### src/rtl/cpu_ctrl_pkg.sv
`default_nettype none
// +------------------------------------------------------------------+
// | Package     : cpu_ctrl_pkg                                       |
// | Description : Shared state encoding, instruction field positions |
// |               and opcode constants for the CPU control FSM.      |
// | Revision    : 1.0  initial release                               |
// +------------------------------------------------------------------+
package cpu_ctrl_pkg;

  // Controller states, 2-bit encoding
  typedef enum logic [1:0] {
    ST_IDLE      = 2'd0,
    ST_DECODE    = 2'd1,
    ST_EXECUTE   = 2'd2,
    ST_WRITEBACK = 2'd3
  } state_t;

  // Instruction word field positions
  localparam int c_OPCODE_HI = 15;
  localparam int c_OPCODE_LO = 12;
  localparam int c_RDEST_HI  = 11;
  localparam int c_RDEST_LO  = 8;
  localparam int c_OPEXT_HI  = 7;
  localparam int c_OPEXT_LO  = 4;
  localparam int c_RSRC_HI   = 3;
  localparam int c_RSRC_LO   = 0;

  // Opcode / opext constants
  localparam logic [3:0] c_OP_REG    = 4'b0000;  // register-register class
  localparam logic [3:0] c_OP_CMP    = 4'b1011;  // immediate compare
  localparam logic [3:0] c_OPEXT_CMP = 4'b1011;  // register compare (with c_OP_REG)

  // A compare is either the register form (opcode 0000, opext 1011) or opcode 1011
  function automatic logic isCmp(input logic [15:0] ir);
    logic [3:0] opcode;
    logic [3:0] opext;
    opcode = ir[c_OPCODE_HI:c_OPCODE_LO];
    opext  = ir[c_OPEXT_HI:c_OPEXT_LO];
    return ((opcode == c_OP_REG) && (opext == c_OPEXT_CMP)) || (opcode == c_OP_CMP);
  endfunction

endpackage
`default_nettype wire

### src/rtl/onehot_decode_4to16.sv
`default_nettype none
// +------------------------------------------------------------------+
// | Module      : onehot_decode_4to16                                |
// | Description : 4-to-16 one-hot decoder with enable; all outputs   |
// |               are zero while the enable is low.                  |
// | Revision    : 1.0  initial release                               |
// +------------------------------------------------------------------+
module onehot_decode_4to16 (
  input  logic [3:0]  sel,
  input  logic        en,
  output logic [15:0] onehot
);

  // One comparator per output bit
  for (genvar i = 0; i < 16; i++) begin : g_bit
    assign onehot[i] = en && (sel == 4'(i));
  end

endmodule
`default_nettype wire

### src/rtl/cpu_control_fsm.sv
`default_nettype none
// +------------------------------------------------------------------+
// | Module      : cpu_control_fsm                                    |
// | Description : Four-state instruction controller (IDLE, DECODE,   |
// |               EXECUTE, WRITEBACK). Latches one instruction per   |
// |               4-cycle issue slot, drives datapath mux selects,   |
// |               a one-hot register write enable in WRITEBACK, a    |
// |               retire pulse and a wrapping retire counter.        |
// |               Optional macro CPU_CTRL_CMP_NOWB_EN: suppress the  |
// |               register write for compare instructions.           |
// | Revision    : 1.0  initial release                               |
// +------------------------------------------------------------------+
module cpu_control_fsm (
  input  logic        clk,
  input  logic        reset,
  input  logic [15:0] instr,
  input  logic        instr_valid,
  output logic        instr_ready,
  output logic [15:0] RegEnable,
  output logic [3:0]  MuxControlA,
  output logic [3:0]  MuxControlB,
  output logic        MuxControlC,
  output logic [15:0] AluControl,
  output logic        done,
  output logic [15:0] retired_count
);

  import cpu_ctrl_pkg::*;

  state_t      r_state;
  state_t      w_stateNext;
  logic [15:0] r_ir;
  logic [15:0] r_retiredCount;
  logic        w_accept;
  logic        w_inWriteback;
  logic        w_wbEnable;

  assign w_accept      = (r_state == ST_IDLE) && instr_valid;
  assign w_inWriteback = (r_state == ST_WRITEBACK);

  // State register; reset abandons any in-flight instruction
  always_ff @(posedge clk or posedge reset) begin
    if (reset) begin
      r_state <= ST_IDLE;
    end else begin
      r_state <= w_stateNext;
    end
  end

  // Next state: wait for a valid word in IDLE, then walk the fixed pipeline
  always_comb begin
    w_stateNext = r_state;
    case (r_state)
      ST_IDLE:      w_stateNext = w_accept ? ST_DECODE : ST_IDLE;
      ST_DECODE:    w_stateNext = ST_EXECUTE;
      ST_EXECUTE:   w_stateNext = ST_WRITEBACK;
      ST_WRITEBACK: w_stateNext = ST_IDLE;
      default:      w_stateNext = ST_IDLE;
    endcase
  end

  // Instruction register: loads only on accept, so mux selects hold until the next issue
  always_ff @(posedge clk or posedge reset) begin
    if (reset) begin
      r_ir <= 16'h0000;
    end else if (w_accept) begin
      r_ir <= instr;
    end
  end

  // Retire counter, wraps naturally at 16 bits
  always_ff @(posedge clk or posedge reset) begin
    if (reset) begin
      r_retiredCount <= 16'h0000;
    end else if (w_inWriteback) begin
      r_retiredCount <= r_retiredCount + 16'd1;
    end
  end

`ifdef CPU_CTRL_CMP_NOWB_EN
  // Compares only set flags in the ALU, so their register write is dropped
  assign w_wbEnable = w_inWriteback && !isCmp(r_ir);
`else
  assign w_wbEnable = w_inWriteback;
`endif

  onehot_decode_4to16 u_regDecode (
    .sel    (r_ir[c_RDEST_HI:c_RDEST_LO]),
    .en     (w_wbEnable),
    .onehot (RegEnable)
  );

  assign instr_ready   = (r_state == ST_IDLE);
  assign done          = w_inWriteback;
  assign MuxControlA   = r_ir[c_RDEST_HI:c_RDEST_LO];
  assign MuxControlB   = r_ir[c_RSRC_HI:c_RSRC_LO];
  assign MuxControlC   = (r_ir[c_OPCODE_HI:c_OPCODE_LO] != c_OP_REG);
  assign AluControl    = r_ir;
  assign retired_count = r_retiredCount;

endmodule
`default_nettype wire
### config.mk
export PLATFORM = sky130hd
export DESIGN_NAME = cpu_control_fsm
export DESIGN_NICKNAME = d
export VERILOG_FILES = /design/src/rtl/cpu_ctrl_pkg.sv /design/src/rtl/onehot_decode_4to16.sv /design/src/rtl/cpu_control_fsm.sv
export SDC_FILE = /design/constraint.sdc
export NUM_CORES = 1
export LEC_CHECK = 0
export CAP_MARGIN = 20
export CORE_ASPECT_RATIO = 0.5
export CORE_MARGIN = 5
export CORE_UTILIZATION = 40
export CTS_BUF_LIST = sky130_fd_sc_hd__clkbuf_4
export DETAILED_ROUTE_END_ITERATION = 8
export GPL_ROUTABILITY_DRIVEN = 0
export PLACE_DENSITY = 0.87
export SYNTH_ARGS = -nofsm -noshare
export SYNTH_HDL_FRONTEND = slang
export SYNTH_SLANG_ARGS = --single-unit
### constraint.sdc
create_clock -name clk -period 1.8 [get_ports clk]
set_input_delay 0.27 -clock clk [delete_from_list [all_inputs] [get_ports clk]]
set_output_delay 0.27 -clock clk [all_outputs]
set_load 0.005 [all_outputs]
==> metrics.md, run 1 <==
| Metric | Value |
|---|---|
| Vias in the first global route | `around 1400` |
| DR vias | `around 1300` |
| # rows | `16` |
| Synth top area share | `approximately half` |
| IO Pins | `78` |
| Power Density | `1410 nW/µm²` |
| Die Width | `roughly 100 µm` |
| Register area share after synthesis | `between 50 and 60%` |
| Cell area after layout | `roughly 2600 µm²` |
| DRC Markers | `0` |
| Pleak | `between 1 and 1.5 nW` |
| Cells after DPL | `approximately 270` |
| CTS Buf Count | `5` |
| DIE AREA | `roughly 5500 µm²` |
| Initial core utilization | `between 40% and 50%` |
| Fill cells | `303` |
| Core area | `about 3900 µm²` |
| Final period util | `102%` |
| Worst Setup Start Kind | `register` |
| Flops & latches, synth | `34` |
| Final hold viol count | `0` |
| Fin worst setup slack | `-0.0403 ns` |
| Area post-placement | `~2400 µm²` |
| Synthesis Warnings | `0` |
| Largest area contributor in the netlist | `dfrtp_1` |
| Final Setup Violations | `5` |
| Storage element area | `roughly 860 µm²` |
| FFs w/ async S/R, synth | `100%` |
| Fin cells | `around 280` |
| Post-route minimum period | `approximately 1.8 ns` |
| # H-tree levels | `2` |
| Final hold slack | `roughly 0.3 ns` |
| I/O Buffers | `77` |
| Post-synth EDFFs | `0` |
| CP Capture Type | `output port` |
| # clock sinks | `34` |
| Area grow syn2layout | `58.8%` |
| Post-Syn Nets | `166` |
| Hold crit path type | `input port to asynchronous set/reset pin` |
| Diode count | `0` |
| Failing checks | `setup timing` |
| Gr ovfl total | `0` |
| Clk_skew | `0.00968 ns` |
| Die H | `between 50 and 60 µm` |
| Peak Freq | `about 0.54 GHz` |
| Unrepaired setup endpoints after global routing | `true` |
| Finished Core Util | `between 60% and 70%` |
| Peak VDD IR | `0.000544 V` |
| Leading post-synthesis cells by cell area | `dfrtp_1 (52%), mux2_2 (12%), xor2_1 (5.9%)` |
| Critical Path AT | `1.57 ns` |
| First-pass GRT wire length | `roughly 7000 µm` |
| Gr usage total | `around 16%` |
| Status | `complete, but fails checks` |
| CP max stage cell | `dfrtp_1` |
| CP peak stage delay | `roughly 0.38 ns` |
| Worst R2R End | `retired_count[15]` |
| First-pass DRT Iterations | `4` |
| HPWL Detailed | `3270 µm` |
| Critical path peak fanout | `3` |
| Clock Path Buffers | `2` |
| Yosys cell types | `22` |
| Clk_lat worst skew | `~0.34 ns` |
| Delay-heaviest family, CP | `simple AND/OR/NAND/NOR gates` |
| Worst-Margin Slew | `0.421 ns` |
| Max-Cap Viols | `0` |
| Nets | `252` |
| Via-to-Cell Ratio | `roughly 4.8` |
| Final ANT Viol Nets | `0` |
| Reg-to-reg critical path startpoint | `r_state[0]` |
| Buf/Inv on CP | `1` |
| Avg WL per Cell | `around 15 µm` |
| Hold Buf Count CTS | `0` |
| Syn Area/Cell | `roughly 12 µm²` |
| Crit path cell chain | `ha_2, nor2b_4, nand2_2, nor2_1, clkdlybuf4s15_1` |
| Clock slew at reported path FFs | `~0.11 ns` |
| Largest net degree at the start of global routing | `35` |
| R2R depth | `6` |
| Initial antenna violation count | `0` |
| Req. time, crit path | `between 1.5 and 2 ns` |
| Final max-slew violation count | `0` |
| Overall power | `~0.0037 W` |
| Layout cells sized above 1 | `about a third` |
| CTS tree | `done` |
| Critical Setup Path Class | `register to output port` |
| Drt first-iter violations | `between 50 and 60` |
| Area of the multi-input gates | `~760 µm²` |
| Slew HR | `between 70% and 80%` |
| Critical Path Stages | `5` |
| Gate Count Post-Synth | `142` |
| Synth Cell Area | `1640 µm²` |
| Setup slack, reg-to-reg | `approximately 0.08 ns` |
| Clk root buf | `clkbuf_4` |
| WL final | `4350 µm` |
| Synth Flop Type | `dfrtp_1` |
==> layer usage <==
layer	vias to the layer above	part of all wire, %	GRT usage, %	wire, µm
met5	-	0	0	0
met4	0	0.83	4.41	36
met3	7	5.0	3.64	219
met2	33	56	30.5	2430
met1	654	38	17.0	1660
li1	653	-	-	-
==> kinds of logic (layout without fill, tap and decap cells) <==
logic type	Yosys count	after routing	synth area share, %
compound gates	1	1	0.306
xor+xnor	15	15	8.03
fa+ha+maj	5	5	3.82
buf+inv	17	104	6.04
flops	34	34	52.0
mux	17	17	11.7
simple gates	53	53	18.1
==> final cells by class <==
cell class,instances,area share (%)
clock buffer,5,1.44
clock inverter,3,1.54
inverter,4,0.578
multi-input combinational,91,29.1
sequential,34,32.9
tap,54,2.60
timing repair buffer,92,31.8
==> cells in the mapped netlist (4+ instances only) <==
library cell and n:
xnor2_1 4, ha_1 5, mux2_2 17, nor4_1 5, xor2_1 11, inv_1 4
buf_4 9, nor2_1 9, nand4_1 5, nor3_1 10, nand2_1 12, dfrtp_1 34
==> through the flow <==
step / TNS (ns) / worst slack, ns
3_5_place_dp: -0.297 / -0.103
3_3_place_gp: 0 / 0.0160
2_1_floorplan: 0 / 0.288
6_report: -0.0855 / -0.0403
4_1_cts: -0.0369 / -0.0241
5_1_grt: -0.598 / -0.113
==> registers in the layout, indices dropped and copies added, names as in the netlist <==
| signal | count |
|---|---|
| r_state | 2 |
| AluControl | 16 |
| retired_count | 16 |
==> tightest hold or removal path, stage by stage <==
cell	delay, ns
clkdlybuf4s50_1	0.39
inv_1	0.05
buf_4	0.37
==> cells in the final DEF, fill, tap and decap left out <==
cell type and n:
nor2_1 8, nor2b_4 1, nor3_1 6, nor4_1 5, mux2_2 17, nand4_4 2
nand2_1 10, o21ai_0 1, xor2_1 11, and3_1 1, clkdlybuf4s15_1 5, dlygate4sd2_1 2
inv_1 4, clkbuf_2 4, or4_1 1, clkinv_2 2, nand2_2 2, nand2b_4 1
bufinv_16 1, dlymetal6s2s_1 1, nor3b_2 2, nand4_1 5, nor3_4 1, dfrtp_2 4
nor3_2 3, nor2_2 1, buf_2 8, dfrtp_1 30, clkbuf_4 5, ha_2 2
buf_4 14, nand2b_1 1, buf_6 1, nand3_2 1, clkdlybuf4s50_1 57, nand3_1 2
ha_1 3, xnor2_1 4
==> how the worst max path moves through the flow <==
stage,from,end,slack (ns)
finish,r_state[0],RegEnable[5],-0.04
CTS,r_state[1],RegEnable[9],-0.02
global placement,r_state[0],RegEnable[9],0.02
global route,r_state[0],RegEnable[1],-0.11
floorplan,r_state[0],AluControl[0],0.29
detailed placement,r_state[0],RegEnable[9],-0.10
==> what timing repair did <==
action	4_1_cts	5_1_grt
resized for setup	53	25
endpoints found under the setup margin	19	22
hold endpoints to repair	0	0
pin swaps	5	5
buffers inserted	5	3
==> report_power, final <==
part | switching, W | total, W | internal (W)
combinational | 0.000632 | 0.00176 | 0.00113
sequential | 0.000306 | 0.00134 | 0.00103
clock | 0.000271 | 0.000559 | 0.000287
total | 0.00121 | 0.00366 | 0.00245
No activity file was read; power rests on OpenSTA's default activity.
==> run 2: changes to the inputs <==
GPL_TIMING_DRIVEN = 0   (was unset)
==> metrics.md, run 2 (synthesized netlist as in run 1, its figures left out) <==
| Metric | Value |
|---|---|
| Nets | `257 (+2.0%)` |
| Die Width | `100 µm (unchanged)` |
| Final period util | `104% (+1.9 points)` |
| Clk root buf | `clkbuf_4` |
| Fin cells | `286 (+1.1%)` |
| Hold Buf Count CTS | `0 (unchanged)` |
| Diode count | `0 (unchanged)` |
| HPWL Detailed | `3340 µm (+2.2%)` |
| Fin worst setup slack | `-0.0737 ns (-0.0334 ns)` |
| CP Capture Type | `output port` |
| CP max stage cell | `dfrtp_1` |
| I/O Buffers | `77 (unchanged)` |
| Delay-heaviest family, CP | `simple AND/OR/NAND/NOR gates` |
| First-pass GRT wire length | `6890 µm (-1.6%)` |
| Pleak | `1.19 nW (+1.1%)` |
| Final ANT Viol Nets | `0 (unchanged)` |
| IO Pins | `78 (unchanged)` |
| Via-to-Cell Ratio | `4.81 (+1.2%)` |
| Critical Path AT | `1.60 ns (+0.03 ns)` |
| Final hold slack | `0.290 ns (-0.00715 ns)` |
| WL final | `4370 µm (+0.51%)` |
| Die H | `55.2 µm (unchanged)` |
| Fin Setup TNS | `-0.0917 ns (-0.00623 ns)` |
| # H-tree levels | `2 (unchanged)` |
| Critical path peak fanout | `5 (+2)` |
| Setup slack, reg-to-reg | `0.08 ns (about the same)` |
| Area of the multi-input gates | `791 µm² (+4.6%)` |
| # rows | `16 (unchanged)` |
| Power Density | `1350 nW/µm² (-3.9%)` |
| Status | `complete, but fails checks` |
| Avg WL per Cell | `15.3 µm (-0.55%)` |
| Req. time, crit path | `1.53 ns (about the same)` |
| CTS tree | `done` |
| Largest net degree at the start of global routing | `23 (-34%)` |
| Worst Setup Start Kind | `register` |
| Worst R2R End | `retired_count[14]` |
| Storage element area | `853 µm² (-0.29%)` |
| Slew HR | `61.7% (-10 points)` |
| # clock sinks | `34 (unchanged)` |
| Layout cells sized above 1 | `34.5% (+3.0 points)` |
| Final hold viol count | `0 (unchanged)` |
| Critical Setup Path Class | `register to output port` |
| Clk_skew | `0.0100 ns (+0.000336 ns)` |
| Most frequent cells in the layout | `clkdlybuf4s50_1 (59), dfrtp_1 (32), mux2_2 (17), buf_4 (16), xor2_1 (11)` |
| Setup WS pre-CTS | `-0.237 ns (-0.135 ns)` |
| Vias in the first global route | `1369 (-1.9%)` |
| Drt first-iter violations | `41 (-31%)` |
| DRC Markers | `0 (unchanged)` |
| Met2 wire len | `2400 µm (-1.2%)` |
| Hold crit path type | `input port to asynchronous set/reset pin` |
| DIE AREA | `5550 µm² (unchanged)` |
| Final max-slew violation count | `0 (unchanged)` |
| Max-Cap Viols | `0 (unchanged)` |
| Gr ovfl total | `0 (unchanged)` |
| Gr usage total | `15.6% (-0.14 points)` |
| Initial antenna violation count | `0 (unchanged)` |
| Core area | `3920 µm² (unchanged)` |
| Top sig layer | `met4` |
| CTS Buf Count | `5 (unchanged)` |
| R2R depth | `6 (unchanged)` |
| Finished Core Util | `67.7% (+1.5 points)` |
| Met3 routed WL | `198 µm (-9.6%)` |
| Crit path cell chain | `ha_2, buf_6, nor2b_4, nand2_2, nor3b_2, buf_2` |
| Peak Freq | `0.534 GHz (-1.8%)` |
| Final Setup Violations | `5 (unchanged)` |
| Fill cells | `282 (-6.9%)` |
| Clock Path Buffers | `2 (unchanged)` |
| CP peak stage delay | `0.37 ns (about the same)` |
| Cells after DPL | `274 (+2.6%)` |
| Area grow syn2layout | `62.4%` |
| Clock slew at reported path FFs | `0.10 ns (about the same)` |
| Critical Path Stages | `6 (+1)` |
| Commonest non-fill, non-tap cell in the layout | `clkdlybuf4s50_1` |
| First-pass DRT Iterations | `4 (unchanged)` |
| Worst-Margin Slew | `0.574 ns (+0.153 ns)` |
| DR vias | `1377 (+2.2%)` |
| Post-route minimum period | `1.87 ns (+0.0334 ns)` |
| Unrepaired setup endpoints after global routing | `true` |
| Metal-1 WL | `1690 µm (+1.8%)` |
| Failing checks | `setup timing` |
| Peak VDD IR | `0.000691 V (+27%)` |
| Clk_lat worst skew | `0.33 ns (about the same)` |
| Buf/Inv on CP | `2 (+1)` |
| Initial core utilization | `41.7% (unchanged)` |
| Reg-to-reg critical path startpoint | `r_state[1]` |
==> run 2: cell count changes in the layout (fill, tap and decap cells not counted), sizes merged <==
cell	change
clkbuf	+1
bufinv	-1
clkinv	-1
dlymetal6s2s	-1
buf	+4
clkdlybuf4s50	+2
clkdlybuf4s15	-1
==> run 2: how the worst max path moves through the flow <==
stage	start	endpoint	slack, ns
finish	r_state[1]	RegEnable[9]	-0.07
CTS	r_state[1]	RegEnable[0]	-0.06
floorplan	r_state[0]	AluControl[0]	0.29
detailed placement	r_state[1]	RegEnable[9]	-0.24
global route	r_state[0]	RegEnable[9]	-0.17
global placement	r_state[1]	RegEnable[9]	-0.19
==> run 2: final cells by class <==
type                            count  area share, %
Inverter                            4          0.565
Tap cell                           54           2.54
Sequential cell                    34           32.1
Clock inverter                      1          0.141
Multi-Input combinational cell     91           29.8
Buffer                             13           4.05
Clock buffer                        5           1.41
Timing Repair Buffer               84           29.4
==> run 2: timing repair <==
item | in CTS | in global routing
setup buffers | 4 | 2
resized for setup | 70 | 20
setup endpoints to repair | 18 | 30
pin swaps | 12 | 10
==> run 2: metrics by stage <==
stage,total power (W),cell area (µm²)
after floorplan,0.00202,1640
after global placement,0.00292,2470
after detailed placement,0.00301,2500
after CTS,0.00353,2600
after global routing,0.00383,2660
final,0.00360,2660
==> run 2: power by group <==
group          leakage, nW  internal, W  switching [W]  total, W
Combinational        0.743      0.00123       0.000703   0.00194
Sequential           0.426      0.00103       0.000263   0.00129
Clock               0.0246     0.000133       0.000235  0.000368
==> run 2: layer usage <==
layer / vias to the layer above / track usage (%)
li1: 658 / -
met1: 676 / 18.1
met2: 35 / 28.2
met3: 8 / 3.14
met4: 0 / 6.14
met5: - / 0
==> run 2: worst reg2reg max path, cell delays in order, from the launching register on <==
cell	delay, ns
dfrtp_1	0.37
ha_2	0.19
buf_6	0.12
buf_4	0.15
nand4_1	0.24
nor4_1	0.40
xor2_1	0.18
